**src/rtl/fb_pkg.sv**
```systemverilog
// Shared types and sizing for the frame-buffer write path.
// Holds the byte-phase enum, bus widths and frame depth helper.
package fb_pkg;

  typedef enum logic [1:0] {
    ST_R = 2'd0,
    ST_G = 2'd1,
    ST_B = 2'd2
  } fb_state_e;

  localparam int unsigned FB_ADDR_W = 18;
  localparam int unsigned FB_PIX_W  = 24;
  localparam int unsigned FB_IMG_W  = 512;
  localparam int unsigned FB_IMG_H  = 384;

  function automatic int unsigned FB_DEPTH(
    input int unsigned w,
    input int unsigned h
  );
    return w * h;
  endfunction

endpackage

```
**src/rtl/fb_gap_timer.sv**
```systemverilog
// Idle-gap timer: saturating clock count since the last byte,
// one-cycle expire while the pixel phase is mid-pixel.
module fb_gap_timer #(
  parameter int unsigned TIMEOUT_CYC = 100000
) (
  input  logic clock_i,
  input  logic reset_i,
  input  logic clr_i,
  input  logic run_i,
  output logic expire_o
);

  localparam int unsigned CW = $clog2(TIMEOUT_CYC + 1);
  localparam logic [CW-1:0] LIM = CW'(TIMEOUT_CYC);

  logic [CW-1:0] cnt_q;
  logic [CW-1:0] cnt_d;

  always_comb begin
    cnt_d = cnt_q;
    if (clr_i) begin
      cnt_d = '0;
    end else if (run_i && (cnt_q != LIM)) begin
      cnt_d = cnt_q + 1'b1;
    end
  end

  always_ff @(posedge clock_i or posedge reset_i) begin
    if (reset_i) begin
      cnt_q <= '0;
    end else begin
      cnt_q <= cnt_d;
    end
  end

  // Phase leaves mid-pixel on expiry, so this stays a single pulse.
  assign expire_o = run_i & (cnt_q == LIM);

endmodule

```
**src/rtl/fb_write_ctrl.sv**
```systemverilog
// Byte-to-pixel assembler driving BRAM port A of the frame buffer.
// Define FB_GAP_RESYNC_EN to build the idle-gap phase resync timer.
module fb_write_ctrl
  import fb_pkg::*;
#(
  parameter int unsigned IMG_W       = FB_IMG_W,
  parameter int unsigned IMG_H       = FB_IMG_H,
  parameter int unsigned TIMEOUT_CYC = 100000
) (
  input  logic                 clock_i,
  input  logic                 reset_i,
  input  logic [7:0]           rx_data_i,
  input  logic                 rx_valid_i,
  input  logic                 sync_clr_i,
  output logic [FB_ADDR_W-1:0] wr_addr_o,
  output logic [FB_PIX_W-1:0]  wr_data_o,
  output logic                 wr_en_o,
  output logic                 frame_done_o,
  output logic [1:0]           phase_o
);

  localparam int unsigned DEPTH = FB_DEPTH(IMG_W, IMG_H);
  localparam logic [FB_ADDR_W-1:0] LAST = FB_ADDR_W'(DEPTH - 1);

  fb_state_e             state_q, state_d;
  logic [7:0]            r_q, r_d;
  logic [7:0]            g_q, g_d;
  logic [FB_PIX_W-1:0]   wdata_q, wdata_d;
  logic                  wen_q, wen_d;
  logic [FB_ADDR_W-1:0]  addr_q, addr_d;
  logic [FB_ADDR_W-1:0]  addr_nxt;
  logic                  at_last;
  logic                  gap_expire;

`ifdef FB_GAP_RESYNC_EN
  fb_gap_timer #(
    .TIMEOUT_CYC (TIMEOUT_CYC)
  ) u_gap (
    .clock_i  (clock_i),
    .reset_i  (reset_i),
    .clr_i    (rx_valid_i),
    .run_i    (state_q != ST_R),
    .expire_o (gap_expire)
  );
`else
  // TIMEOUT_CYC has no effect in this build.
  assign gap_expire = 1'b0 & (TIMEOUT_CYC != 0);
`endif

  assign at_last  = (addr_q == LAST);
  assign addr_nxt = at_last ? '0 : addr_q + 1'b1;

  always_comb begin
    state_d = state_q;
    r_d     = r_q;
    g_d     = g_q;
    wdata_d = wdata_q;
    wen_d   = 1'b0;
    addr_d  = wen_q ? addr_nxt : addr_q;
    if (sync_clr_i) begin
      // A pending write keeps its old address this cycle.
      addr_d  = '0;
      state_d = ST_R;
      if (rx_valid_i) begin
        r_d     = rx_data_i;
        state_d = ST_G;
      end
    end else if (gap_expire) begin
      state_d = ST_R;
      if (rx_valid_i) begin
        r_d     = rx_data_i;
        state_d = ST_G;
      end
    end else if (rx_valid_i) begin
      unique case (state_q)
        ST_R: begin
          r_d     = rx_data_i;
          state_d = ST_G;
        end
        ST_G: begin
          g_d     = rx_data_i;
          state_d = ST_B;
        end
        ST_B: begin
          wdata_d = {r_q, g_q, rx_data_i};
          wen_d   = 1'b1;
          state_d = ST_R;
        end
        default: state_d = ST_R;
      endcase
    end
  end

  always_ff @(posedge clock_i or posedge reset_i) begin
    if (reset_i) begin
      state_q <= ST_R;
      r_q     <= '0;
      g_q     <= '0;
      wdata_q <= '0;
      wen_q   <= 1'b0;
      addr_q  <= '0;
    end else begin
      state_q <= state_d;
      r_q     <= r_d;
      g_q     <= g_d;
      wdata_q <= wdata_d;
      wen_q   <= wen_d;
      addr_q  <= addr_d;
    end
  end

  assign wr_addr_o    = addr_q;
  assign wr_data_o    = wdata_q;
  assign wr_en_o      = wen_q;
  assign frame_done_o = wen_q & at_last;
  assign phase_o      = state_q;

endmodule

```
**config.mk**
```make
export PLATFORM = sky130hd
export DESIGN_NAME = fb_write_ctrl
export DESIGN_NICKNAME = d
export VERILOG_FILES = /design/src/rtl/fb_pkg.sv /design/src/rtl/fb_gap_timer.sv /design/src/rtl/fb_write_ctrl.sv
export SDC_FILE = /design/constraint.sdc
export NUM_CORES = 1
export LEC_CHECK = 0
export BUFFER_PORTS_ARGS = -buffer_cell sky130_fd_sc_hd__buf_4
export CORE_UTILIZATION = 53
export CTS_CLUSTER_DIAMETER = 50
export DETAILED_ROUTE_END_ITERATION = 6
export HOLD_SLACK_MARGIN = 0.15
export PLACE_DENSITY = 0.77
export SLEW_MARGIN = 20
export SYNTH_ARGS = -nofsm -noshare
export SYNTH_HDL_FRONTEND = slang
export SYNTH_SLANG_ARGS = --single-unit
```
**constraint.sdc**
```tcl
create_clock -name clock_i -period 2.4 [get_ports clock_i]
set_input_delay 0.48 -clock clock_i [delete_from_list [all_inputs] [get_ports clock_i]]
set_output_delay 0.48 -clock clock_i [all_outputs]
set_load 0.02 [all_outputs]
```
### Word level (Yosys, flattened, before mapping)

Cells that the tools add are included.

| word-level totals | value |
|---|---|
| register bits after elaboration | 61 |
| input port bits | 12 |
| logic and storage cells | 33 |
| output and inout port bits | 46 |

| operators by class | value |
|---|---|
| bitwise gates (word level) | 2 |
| equal/unequal tests | 3 |
| mux-type cells | 14 |
| add/subtract/negate cells | 1 |
| reductions and logical operators | 7 |

Operators by type and width:

| cell | number |
|---|---|
| two-way mux 18 bit | 3 |
| two-way mux 8 bit | 4 |
| adder 18 x 1 -> 18 bit (second input constant) | 1 |
| == test 18 bit (second input constant) | 1 |
| AND reduction 3 bit | 2 |
| nonzero test 2 bit | 3 |
| two-way mux 1 bit | 4 |
| two-way mux 2 bit | 2 |
| one-hot mux 2 bit (2 select lines) | 1 |
| == test 2 x 1 -> 1 bit (second input constant) | 1 |
| == test 2 bit (second input constant) | 1 |
| zero test 2 bit | 1 |
| AND reduction 2 bit | 1 |
| bitwise AND 1 bit | 1 |
| NOT 1 bit | 1 |

### Logic depth before layout (Yosys ltp)

Gate-level depths: netlist (run 1).

| logic depth | value |
|---|---|
| depth after elaboration | 4 |
| gate-level depth with buffers | 6 |
| depth with buffers taken out | 5 |

### Worst setup path before layout (run 1)

No wires, ideal clock.

| timing | value |
|---|---|
| path type | register to output |
| start | register addr_q[0], in the netlist wr_addr_o[0] |
| end | output port frame_done_o |
| path buffers | 0 |
| required time | 1.920 ns |
| arrival | 1.799 ns |
| path slack | 0.121 ns |
| cell stages (with the launch flop) | 5 |
| cell sequence | dfrtp_1 -> ha_1 -> and3b_1 -> nand3_1 -> nor4_1 |

| on the way | value |
|---|---|
| cells in the longest elaborated chain, start to end | 2 |

RTL lines:

| item | line | source |
|---|---|---|
| from (decl) | fb_write_ctrl.sv:30 | `logic [FB_ADDR_W-1:0] addr_q, addr_d;` |
| from (signal assigned) | fb_write_ctrl.sv:108 | `addr_q <= addr_d;` |
| == test 18 bit | fb_write_ctrl.sv:50 | `assign at_last = (addr_q == LAST);` |
| bitwise AND 1 bit | fb_write_ctrl.sv:115 | `assign frame_done_o = wen_q & at_last;` |
| to (decl) | fb_write_ctrl.sv:18 | `output logic frame_done_o,` |

No other way between the ends.

### Worst setup path after layout (run 1)

| timing | value |
|---|---|
| start | register addr_q[5], in the netlist wr_addr_o[5] |
| end | output port frame_done_o |

The elaborated chain is that of the path after synthesis.

==> out/summary.txt, run 1 <==
Outcome - completed
Clock network power share - 31.9%
Max-slew violations - 0
CTS tree - yes
Avg WL per Cell - 15.7 um
Clock Latency Late Sink - 0.33 ns
Share of power burned in registers - 45.3%
Initial antenna violation count - 0
Post-synthesis sequential area ratio - 58.7%
Levels on crit path - 4
Chip Height - 72.0 um
Synth top area share - 58.7%
Async SR Flop Fraction - 100%
Reg2reg start - wr_addr_o[5]
DRC violations left - 0
Vias in the first global route - 1770
VDD IR-drop max - 0.766 mV
Initial DRC Count - 120
Final Critical Period - 2.32 ns
Sw Ratio - 27.8%
Largest net degree at the start of global routing - 33
Clock Skew - 0.00675 ns
LEAKAGE - 1.56 nW
Most common cell in the netlist - dfrtp_1
# diodes - 0
Crit. End Element - primary output
RR Endpoint - wr_addr_o[14]
Min-delay worst type - in2reg
Total Neg Setup Slack - 0 ns
Num rows - 25
Initial Util - 55.0%
Most common library cells after synthesis - dfrtp_1, mux2_2, nor2_1, nand2_1, nand3_1
Post-synth EDFFs - 0
Ys Warns - 0
Final net count - 285
Synth Area in Compound Gates - 4.48%
Cell family with most CP delay - simple AND/OR/NAND/NOR gates
Top FF cell, synth - dfrtp_1
P&R area growth vs syn - 30.9%
Max clock buf depth - 2
CTS Sinks - 61
TritonRoute pass-1 iters - 4
Distinct cells, synth - 35
Tcrit/Tclk final - 96.5%
WP buf/inv - 1
Worst hold slack - 0.401 ns
DIE AREA - 5190 sq um
Clock root buffer - clkbuf_8
WHS Path Cells - 2
RSZ-0062 raised after global routing - no
Vias post-DR - 1904
Cell depth of the worst flop-to-flop path - 4
First-pass GRT wire length - 8.65 mm
WS Path Type - reg2out
Cell area after synthesis - 2600 sq um
Buffers on Ports - 57
CP startpoint kind - flop
Part of the power in combinational logic - 22.7%
Synth Area in XOR/XNOR - 3.71%
Worst Tran Pin Value - 0.613 ns
Ports - 58
Vias/cell - 5.53
Setup-failing EPs final - 0
Core area - 4720 sq um
Setup Fix Bufs, Post-CTS - 0
Syn nets - 216
Sw power - 821 uW
Power Density - 866 nW/um^2
Worst EP required - 1.92 ns
GRT overflow - 0
Pint - 2.13 mW
Die Wd - 72.0 um
Peak Freq - 0.432 GHz
GRT Util Overall - 22.5%
HP Start - rx_data_i[1]
CP peak stage delay - 0.48 ns
Final Hold Viols - 0
Synth area leaders - dfrtp_1, mux2_2, nor2_1
Multiplexer area fraction after synthesis - 18.1%
Post-Synthesis Cells - 203
Hpwl dp - 3.64 mm
Syn Area/Cell - 12.8 sq um
Post-synthesis adder-cell area fraction - 0.481%
Layout cells sized above 1 - 47.3%
CTS Buf Count - 9
Critical-path top delay cell - dfrtp_1
Largest area contributor in the netlist - dfrtp_1
Combinational family with the most area after synthesis - multiplexers
Max-cap violations - 0
Number of nets with antenna violations after routing - 0
Drt total wl - 5.39 mm
Worst-path clk slew - 0.07 ns
Maximum fanout along the worst path - 8
Critical-path cell list - nand4_4, or2_0, nor4_2, buf_4
R2R Setup Slk - 0.57 ns
Simple-gate share of the synthesized area - 12.9%
Critical Path AT - 1.84 ns
GPL Wtd Cong - 0.897
Number of synthesized register bits - 61
Slew margin rel. - 59.1%
H-Tree Level Count - 3
Hold Path End - g_q[1]
==> metrics by stage <==
stage	std cells	setup slack, ns	cell area, sq um	util (%)	power [mW]
after global placement	327	0.458	3170	67.1	2.00
after CTS	344	0.00995	3390	71.7	2.99
after global routing	344	0.0172	3400	72.1	3.09
after floorplan	203	0.121	2600	-	1.71
after detailed placement	327	0.385	3170	67.1	2.03
final	344	0.0833	3400	72.1	2.95
==> registers in the layout, indices dropped and copies added, names as in the netlist <==
register and cells:
phase_o 2, g_q 8, wr_en_o 1, wr_addr_o 18, wr_data_o 24, r_q 8
==> placed cells by master (no fill, tap or decap), types with 4 or more instances in the layout <==
cell / n
dfrtp_1: 59
mux2_2: 41
nand4_1: 4
xor2_1: 5
nand2_1: 12
nor2_1: 17
nor4_1: 4
xnor2_1: 6
a21oi_1: 5
clkbuf_8: 12
nand3_1: 6
buf_4: 63
==> layer usage <==
layer | vias up | routed length (um) | GRT usage, % | part of all wire (%)
met1 | 955 | 2240 | 28.7 | 42
met4 | 0 | 48 | 8.71 | 0.89
met5 | - | 0 | 0 | 0
li1 | 878 | - | - | -
met2 | 65 | 2750 | 36.3 | 51
met3 | 6 | 352 | 7.08 | 6.5
==> cells by family after synthesis <==
kind of cell,after synthesis
buffers and inverters,10
adders and majority gates,1
DFF,61
muxes,42
and+or+nand+nor,61
xor gates and xnor gates,11
AOI/OAI and AO/OA,17
==> timing repair <==
action | CTS | global route
hold buffers | 1 | 0
endpoints found under the setup margin | 0 | 1
resized for setup | 0 | 5
endpoints found under the hold margin | 12 | 0
==> area by class of cell <==
cell class | count | area (sq um)
sequential | 61 | 1530
fill | 325 | 1320
multi-input combinational | 132 | 1070
timing repair buffer | 65 | 503
clock buffer | 12 | 165
tap | 67 | 83.8
clock inverter | 4 | 45.0
inverter | 3 | 11.3
==> worst max path at each step <==
stage,startpoint,end,slack (ns)
final,wr_addr_o[5],frame_done_o,0.08
after global routing,wr_addr_o[5],frame_done_o,0.02
after CTS,wr_addr_o[0],frame_done_o,0.01
after detailed placement,wr_addr_o[0],frame_done_o,0.38
after global placement,wr_addr_o[0],frame_done_o,0.46
after floorplan,wr_addr_o[0],frame_done_o,0.12
==> power by group through the flow <==
| stage | Combinational [mW] | Sequential (mW) | Clock [mW] |
|---|---|---|---|
| global placement | 0.661 | 1.34 | 0 |
| finish | 0.670 | 1.34 | 0.941 |
| detailed placement | 0.676 | 1.35 | 0 |
| global route | 0.709 | 1.36 | 1.01 |
| floorplan | 0.209 | 1.50 | 0 |
| CTS | 0.680 | 1.34 | 0.967 |
==> worst reg2reg max path: cells and delay by family, from the launching register on <==
kind	cells	cell delay (ns)
and+or+nand+nor	3	1.14
DFF	1	0.48
AOI/OAI and AO/OA	1	0.15
Power figures use the tool's default switching activity.
==> run 2: changes to the inputs <==
--- a/config.mk
+++ b/config.mk
@@ -11,6 +11,7 @@
 export DETAILED_ROUTE_END_ITERATION = 6
 export HOLD_SLACK_MARGIN = 0.15
 export PLACE_DENSITY = 0.77
+export RECOVER_POWER = 100
 export SLEW_MARGIN = 20
 export SYNTH_ARGS = -nofsm -noshare
 export SYNTH_HDL_FRONTEND = slang
==> out/summary.txt, run 2 (same netlist as run 1, synthesis figures left out) <==
Placed cell area - 3170 sq um (unchanged)
Num rows - 25 (unchanged)
Cell depth of the worst flop-to-flop path - 4 (unchanged)
TritonRoute pass-1 iters - 4 (unchanged)
Max-cap violations - 0 (unchanged)
Vias post-DR - 1914 (was 1904)
Final Hold Viols - 0 (unchanged)
Clock root buffer - clkbuf_8 (unchanged)
Critical Path AT - 1.84 ns (about the same)
P&R area growth vs syn - 23.0% (was 30.9%)
Slew margin rel. - 41.6% (was 59.1%)
DIE AREA - 5190 sq um (unchanged)
Layout Cell Area excl Fill - 3200 sq um (was 3400 sq um)
WHS Path Cells - 2 (unchanged)
WS Path Type - reg2out (unchanged)
Worst setup margin - 0.0779 ns (was 0.0833 ns)
Final net count - 285 (unchanged)
Core area - 4720 sq um (unchanged)
Vias/cell - 5.56 (was 5.53)
H-Tree Level Count - 3 (unchanged)
CTS Sinks - 61 (unchanged)
Vias in the first global route - 1770 (unchanged)
Largest register FFs - 24 (unchanged)
Clock Latency Late Sink - 0.33 ns (about the same)
First-pass GRT wire length - 8.65 mm (unchanged)
Part of the power in combinational logic - 19.3% (was 22.7%)
GPL Wtd Cong - 0.897 (unchanged)
Ports - 58 (unchanged)
LEAKAGE - 1.36 nW (was 1.56 nW)
RSZ-0062 raised after global routing - no (unchanged)
Final cell count without fillers - 344 (unchanged)
Buffers on Ports - 57 (unchanged)
Drt total wl - 5.42 mm (was 5.39 mm)
Power Density - 883 nW/um^2 (was 866 nW/um^2)
Worst EP required - 1.92 ns (about the same)
Clock Skew - 0.00785 ns (was 0.00675 ns)
VDD IR-drop max - 0.737 mV (was 0.766 mV)
Min-delay worst type - in2reg (unchanged)
# diodes - 0 (unchanged)
Layout cells sized above 1 - 28.9% (was 47.3%)
Setup Fix Bufs, Post-CTS - 0 (unchanged)
Pre-CTS setup slack - 0.385 ns (unchanged)
Share of power burned in registers - 47.2% (was 45.3%)
Worst-path clk slew - 0.07 ns (about the same)
Sw Ratio - 29.0% (was 27.8%)
Initial DRC Count - 136 (was 120)
Worst Tran Pin Value - 0.877 ns (was 0.613 ns)
Crit. End Element - primary output (unchanged)
Placed cells - 327 (unchanged)
Largest net degree at the start of global routing - 33 (unchanged)
Initial Util - 55.0% (unchanged)
Sw power - 817 uW (was 821 uW)
Outcome - completed (unchanged)
Peak Freq - 0.431 GHz (was 0.432 GHz)
Max clock buf depth - 2 (unchanged)
Hpwl dp - 3.64 mm (unchanged)
Pint - 2.00 mW (was 2.13 mW)
Final Critical Period - 2.32 ns (about the same)
Chip Height - 72.0 um (unchanged)
Max-slew violations - 0 (unchanged)
Most frequent cells in the layout - dfrtp_1, clkbuf_1, mux2_2 (was buf_4, dfrtp_1, mux2_2)
DRC violations left - 0 (unchanged)
Initial antenna violation count - 0 (unchanged)
GRT Util Overall - 22.5% (unchanged)
Clock network power share - 33.4% (was 31.9%)
CP startpoint kind - flop (unchanged)
Avg WL per Cell - 15.8 um (was 15.7 um)
Commonest non-fill, non-tap cell in the layout - dfrtp_1 (was buf_4)
Maximum fanout along the worst path - 8 (unchanged)
Tcrit/Tclk final - 96.8% (was 96.5%)
Total Neg Setup Slack - 0 ns (unchanged)
Number of nets with antenna violations after routing - 0 (unchanged)
CTS tree - yes (unchanged)
GRT overflow - 0 (unchanged)
CTS Buf Count - 9 (unchanged)
Setup-failing EPs final - 0 (unchanged)
Die Wd - 72.0 um (unchanged)
==> run 2: cell count changes in the layout (fill, tap and decap cells not counted), sizes merged <==
cell | before | now
buf | 64 | 12
clkbuf | 12 | 64
==> run 2: area by class of cell <==
| cell class | count | area [sq um] |
|---|---|---|
| clock inverters | 4 | 45.0 |
| multi-input cells | 132 | 1060 |
| fillers | 398 | 1530 |
| flip-flops and latches | 61 | 1530 |
| well taps | 67 | 83.8 |
| repair buffers | 65 | 302 |
| clock buffers | 12 | 165 |
| inverters | 3 | 11.3 |
==> run 2: timing repair <==
| action | 4_1_cts | 5_1_grt |
|---|---|---|
| gates resized for setup | 0 | 5 |
| hold buffers | 1 | 0 |
| setup endpoints to repair | 0 | 1 |
| endpoints found under the hold margin | 12 | 0 |
==> run 2: final timing paths <==
| kind | start | to | slack (ns) |
|---|---|---|---|
| worst min register to register | wr_data_o[15] | wr_data_o[15] | 0.50 |
| worst max-delay path | wr_addr_o[5] | frame_done_o | 0.08 |
| worst min-delay path | rx_data_i[1] | g_q[1] | 0.40 |
| worst max register to register | wr_addr_o[5] | wr_addr_o[14] | 0.56 |
| max in group asynchronous | reset_i | wr_addr_o[1] | 0.44 |
| min in group asynchronous | reset_i | wr_data_o[17] | 0.74 |
==> run 2: through the flow <==
step                utilization (%)  total power [mW]  hold WS, ns
finish                         67.7              2.82        0.399
global route                   67.7              2.96        0.384
CTS                            71.7              2.99        0.383
detailed placement             67.1              2.03        0.469
global placement               67.1              2.00        0.460
floorplan                         -              1.71        0.474
==> run 2: critical path, stage by stage, from the launching register on <==
cell and delay [ns]:
dfrtp_1 0.48, nand4_4 0.18, or2_0 0.41, nor4_2 0.27, buf_4 0.18
==> run 2: layer usage <==
metal	share of wire, %	GRT usage [%]
met5	0	0
met4	1.5	8.71
met3	6.0	7.08
met2	51	36.3
met1	42	28.7
==> run 2: power groups by stage <==
stage	Combinational (mW)	Clock [mW]	Sequential, mW
final	0.546	0.943	1.33
after global routing	0.585	1.01	1.36
after CTS	0.680	0.967	1.34
after detailed placement	0.676	0	1.35
after global placement	0.661	0	1.34
after floorplan	0.209	0	1.50
==> run 3: changes to the inputs <==
--- a/config.mk
+++ b/config.mk
@@ -10,7 +10,7 @@
 export CTS_CLUSTER_DIAMETER = 50
 export DETAILED_ROUTE_END_ITERATION = 6
 export HOLD_SLACK_MARGIN = 0.15
-export PLACE_DENSITY = 0.77
+export PLACE_DENSITY = 0.79
 export RECOVER_POWER = 100
 export SLEW_MARGIN = 20
 export SYNTH_ARGS = -nofsm -noshare
==> constraint.sdc (replaced) <==
create_clock -name clock_i -period 2.4 [get_ports clock_i]
set_input_delay 0.48 -clock clock_i [delete_from_list [all_inputs] [get_ports clock_i]]
set_output_delay 0.48 -clock clock_i [all_outputs]
set_load 0.1 [all_outputs]
==> out/summary.txt, run 3 (same netlist as run 1, synthesis figures left out) <==
Tcrit/Tclk final - 96.3% (was 96.8%)
Num rows - 25 (unchanged)
Core area - 4720 sq um (unchanged)
Part of the power in combinational logic - 40.7% (was 19.3%)
Vias/cell - 5.43 (was 5.56)
Share of power burned in registers - 38.5% (was 47.2%)
Die Wd - 72.0 um (unchanged)
Setup Fix Bufs, Post-CTS - 0 (unchanged)
Ports - 58 (unchanged)
Final net count - 282 (was 285)
# fillers - 382 (was 398)
Crit. Startpoint - wr_addr_o[0] (was wr_addr_o[5])
Chip Height - 72.0 um (unchanged)
R2R Setup Slk - 0.57 ns (was 0.56 ns)
CP startpoint kind - flop (unchanged)
H-Tree Level Count - 3 (unchanged)
Setup-failing EPs final - 0 (unchanged)
Pint - 1.80 mW (was 2.00 mW)
Critical Path Sink - frame_done_o (unchanged)
Clock network power share - 20.8% (was 33.4%)
Worst Tran Pin Value - 1.19 ns (was 0.877 ns)
Avg WL per Cell - 15.3 um (was 15.8 um)
Multi-input combinational cell area - 1090 sq um (was 1060 sq um)
WS Path Type - reg2out (unchanged)
FF/Latch Area - 1550 sq um (was 1530 sq um)
Worst EP required - 1.92 ns (about the same)
Commonest non-fill, non-tap cell in the layout - dfrtp_1 (unchanged)
Layout cells sized above 1 - 40.8% (was 28.9%)
RR Endpoint - wr_data_o[6] (was wr_addr_o[14])
GRT Util Overall - 22.9% (was 22.5%)
Final Hold Viols - 0 (unchanged)
Sw power - 1.65 mW (was 817 uW)
LEAKAGE - 1.37 nW (was 1.36 nW)
Worst-path clk slew - 0.06 ns (was 0.07 ns)
Max clock buf depth - 2 (unchanged)
Initial Util - 55.0% (unchanged)
Layout Cell Area excl Fill - 3180 sq um (was 3200 sq um)
Clock Latency Late Sink - 0.33 ns (about the same)
Buffers on Ports - 57 (unchanged)
Initial DRC Count - 179 (was 136)
CTS tree - yes (unchanged)
Power Density - 1080 nW/um^2 (was 883 nW/um^2)
Largest register FFs - 24 (unchanged)
Hpwl dp - 3.64 mm (about the same)
TritonRoute pass-1 iters - 4 (unchanged)
Placed cell area - 3210 sq um (was 3170 sq um)
Vias in the first global route - 1857 (was 1770)
DIE AREA - 5190 sq um (unchanged)
Hold_buf cts - 0 (was 1)
Min-delay worst type - in2async (was in2reg)
First-pass GRT wire length - 8.69 mm (was 8.65 mm)
Largest net degree at the start of global routing - 35 (was 33)
Clock root buffer - clkbuf_8 (unchanged)
Most frequent cells in the layout - dfrtp_1, mux2_2, clkbuf_1 (was dfrtp_1, clkbuf_1, mux2_2)
Final Critical Period - 2.31 ns (was 2.32 ns)
Vias post-DR - 1840 (was 1914)
Worst hold slack - 0.400 ns (was 0.399 ns)
Sw Ratio - 47.7% (was 29.0%)
CTS Buf Count - 9 (unchanged)
DRC violations left - 0 (unchanged)
Drt total wl - 5.18 mm (was 5.42 mm)
Crit. End Element - primary output (unchanged)
Maximum fanout along the worst path - 7 (was 8)
VDD IR-drop max - 0.795 mV (was 0.737 mV)
Number of nets with antenna violations after routing - 0 (unchanged)
Max-cap violations - 0 (unchanged)
Slew margin rel. - 21.1% (was 41.6%)
Initial antenna violation count - 0 (unchanged)
# diodes - 0 (unchanged)
P&R area growth vs syn - 22.5% (was 23.0%)
Util after Layout - 67.4% (was 67.7%)
RSZ-0062 raised after global routing - no (unchanged)
Critical Path AT - 1.83 ns (was 1.84 ns)
GRT overflow - 0 (unchanged)
Max-slew violations - 0 (unchanged)
GPL Wtd Cong - 0.866 (was 0.897)
Outcome - completed (unchanged)
CTS Sinks - 61 (unchanged)
Peak Freq - 0.433 GHz (was 0.431 GHz)
Cell depth of the worst flop-to-flop path - 3 (was 4)
Clock Skew - 0.00390 ns (was 0.00785 ns)
Reg2reg start - phase_o[0] (was wr_addr_o[5])
-- run 3: cell types whose count changed in the layout (fill, tap and decap cells not counted), sizes merged --
cell	before	now
bufinv	1	0
clkbuf	64	62
buf	12	11
dlygate4sd3	1	0
-- run 3: what timing repair did --
action	in CTS	in global routing
endpoints found under the setup margin	0	1
resized for setup	0	2
endpoints found under the hold margin	0	0
-- run 3: worst min path at each step --
stage	startpoint	endpoint	cells after the start
detailed placement	g_q[4]	wr_data_o[12]	1
floorplan	r_q[0]	wr_data_o[16]	1
global placement	r_q[3]	r_q[3]	1
CTS	reset_i	wr_addr_o[13]	2
finish	reset_i	wr_addr_o[13]	2
global route	rx_data_i[2]	r_q[2]	2
-- run 3: power groups by stage --
stage / clock network [mW] / logic [mW] / registers (mW)
finish: 0.719 / 1.40 / 1.33
floorplan: 0 / 0.214 / 2.34
global placement: 0 / 1.52 / 1.34
CTS: 0.743 / 1.54 / 1.33
global route: 0.776 / 1.45 / 1.36
detailed placement: 0 / 1.54 / 1.35
-- run 3: critical path, cell delays in order (launching register included) --
cell and delay, ns:
dfrtp_2 0.44, ha_4 0.19, and3b_1 0.18, nand3_1 0.18, nor4_4 0.26, buf_6 0.26
-- run 3: per-stage QoR --
| stage | TNS (ns) | setup WS, ns | total power [mW] | std cells |
|---|---|---|---|---|
| floorplan | -0.477 | -0.477 | 2.56 | 203 |
| global placement | 0 | 0.396 | 2.87 | 325 |
| detailed placement | 0 | 0.369 | 2.89 | 325 |
| CTS | 0 | 0.00198 | 3.62 | 339 |
| global route | 0 | 0.00640 | 3.58 | 339 |
| finish | 0 | 0.0883 | 3.45 | 339 |
-- run 3: final cells by class --
| class | count | area share (%) |
|---|---|---|
| Clock inverter | 3 | 0.472 |
| Clock buffer | 11 | 4.13 |
| Tap cell | 67 | 2.63 |
| Inverter | 3 | 0.354 |
| Sequential cell | 61 | 48.6 |
| Timing Repair Buffer | 62 | 9.71 |
| Multi-Input combinational cell | 132 | 34.1 |
-- run 3: per-layer routing --
layer,global-route usage [%],vias up,routed length [um]
met3,8.33,10,324
met5,0,-,0
met1,28.8,903,2360
met4,12.4,0,119
li1,-,865,-
met2,34.7,62,2370
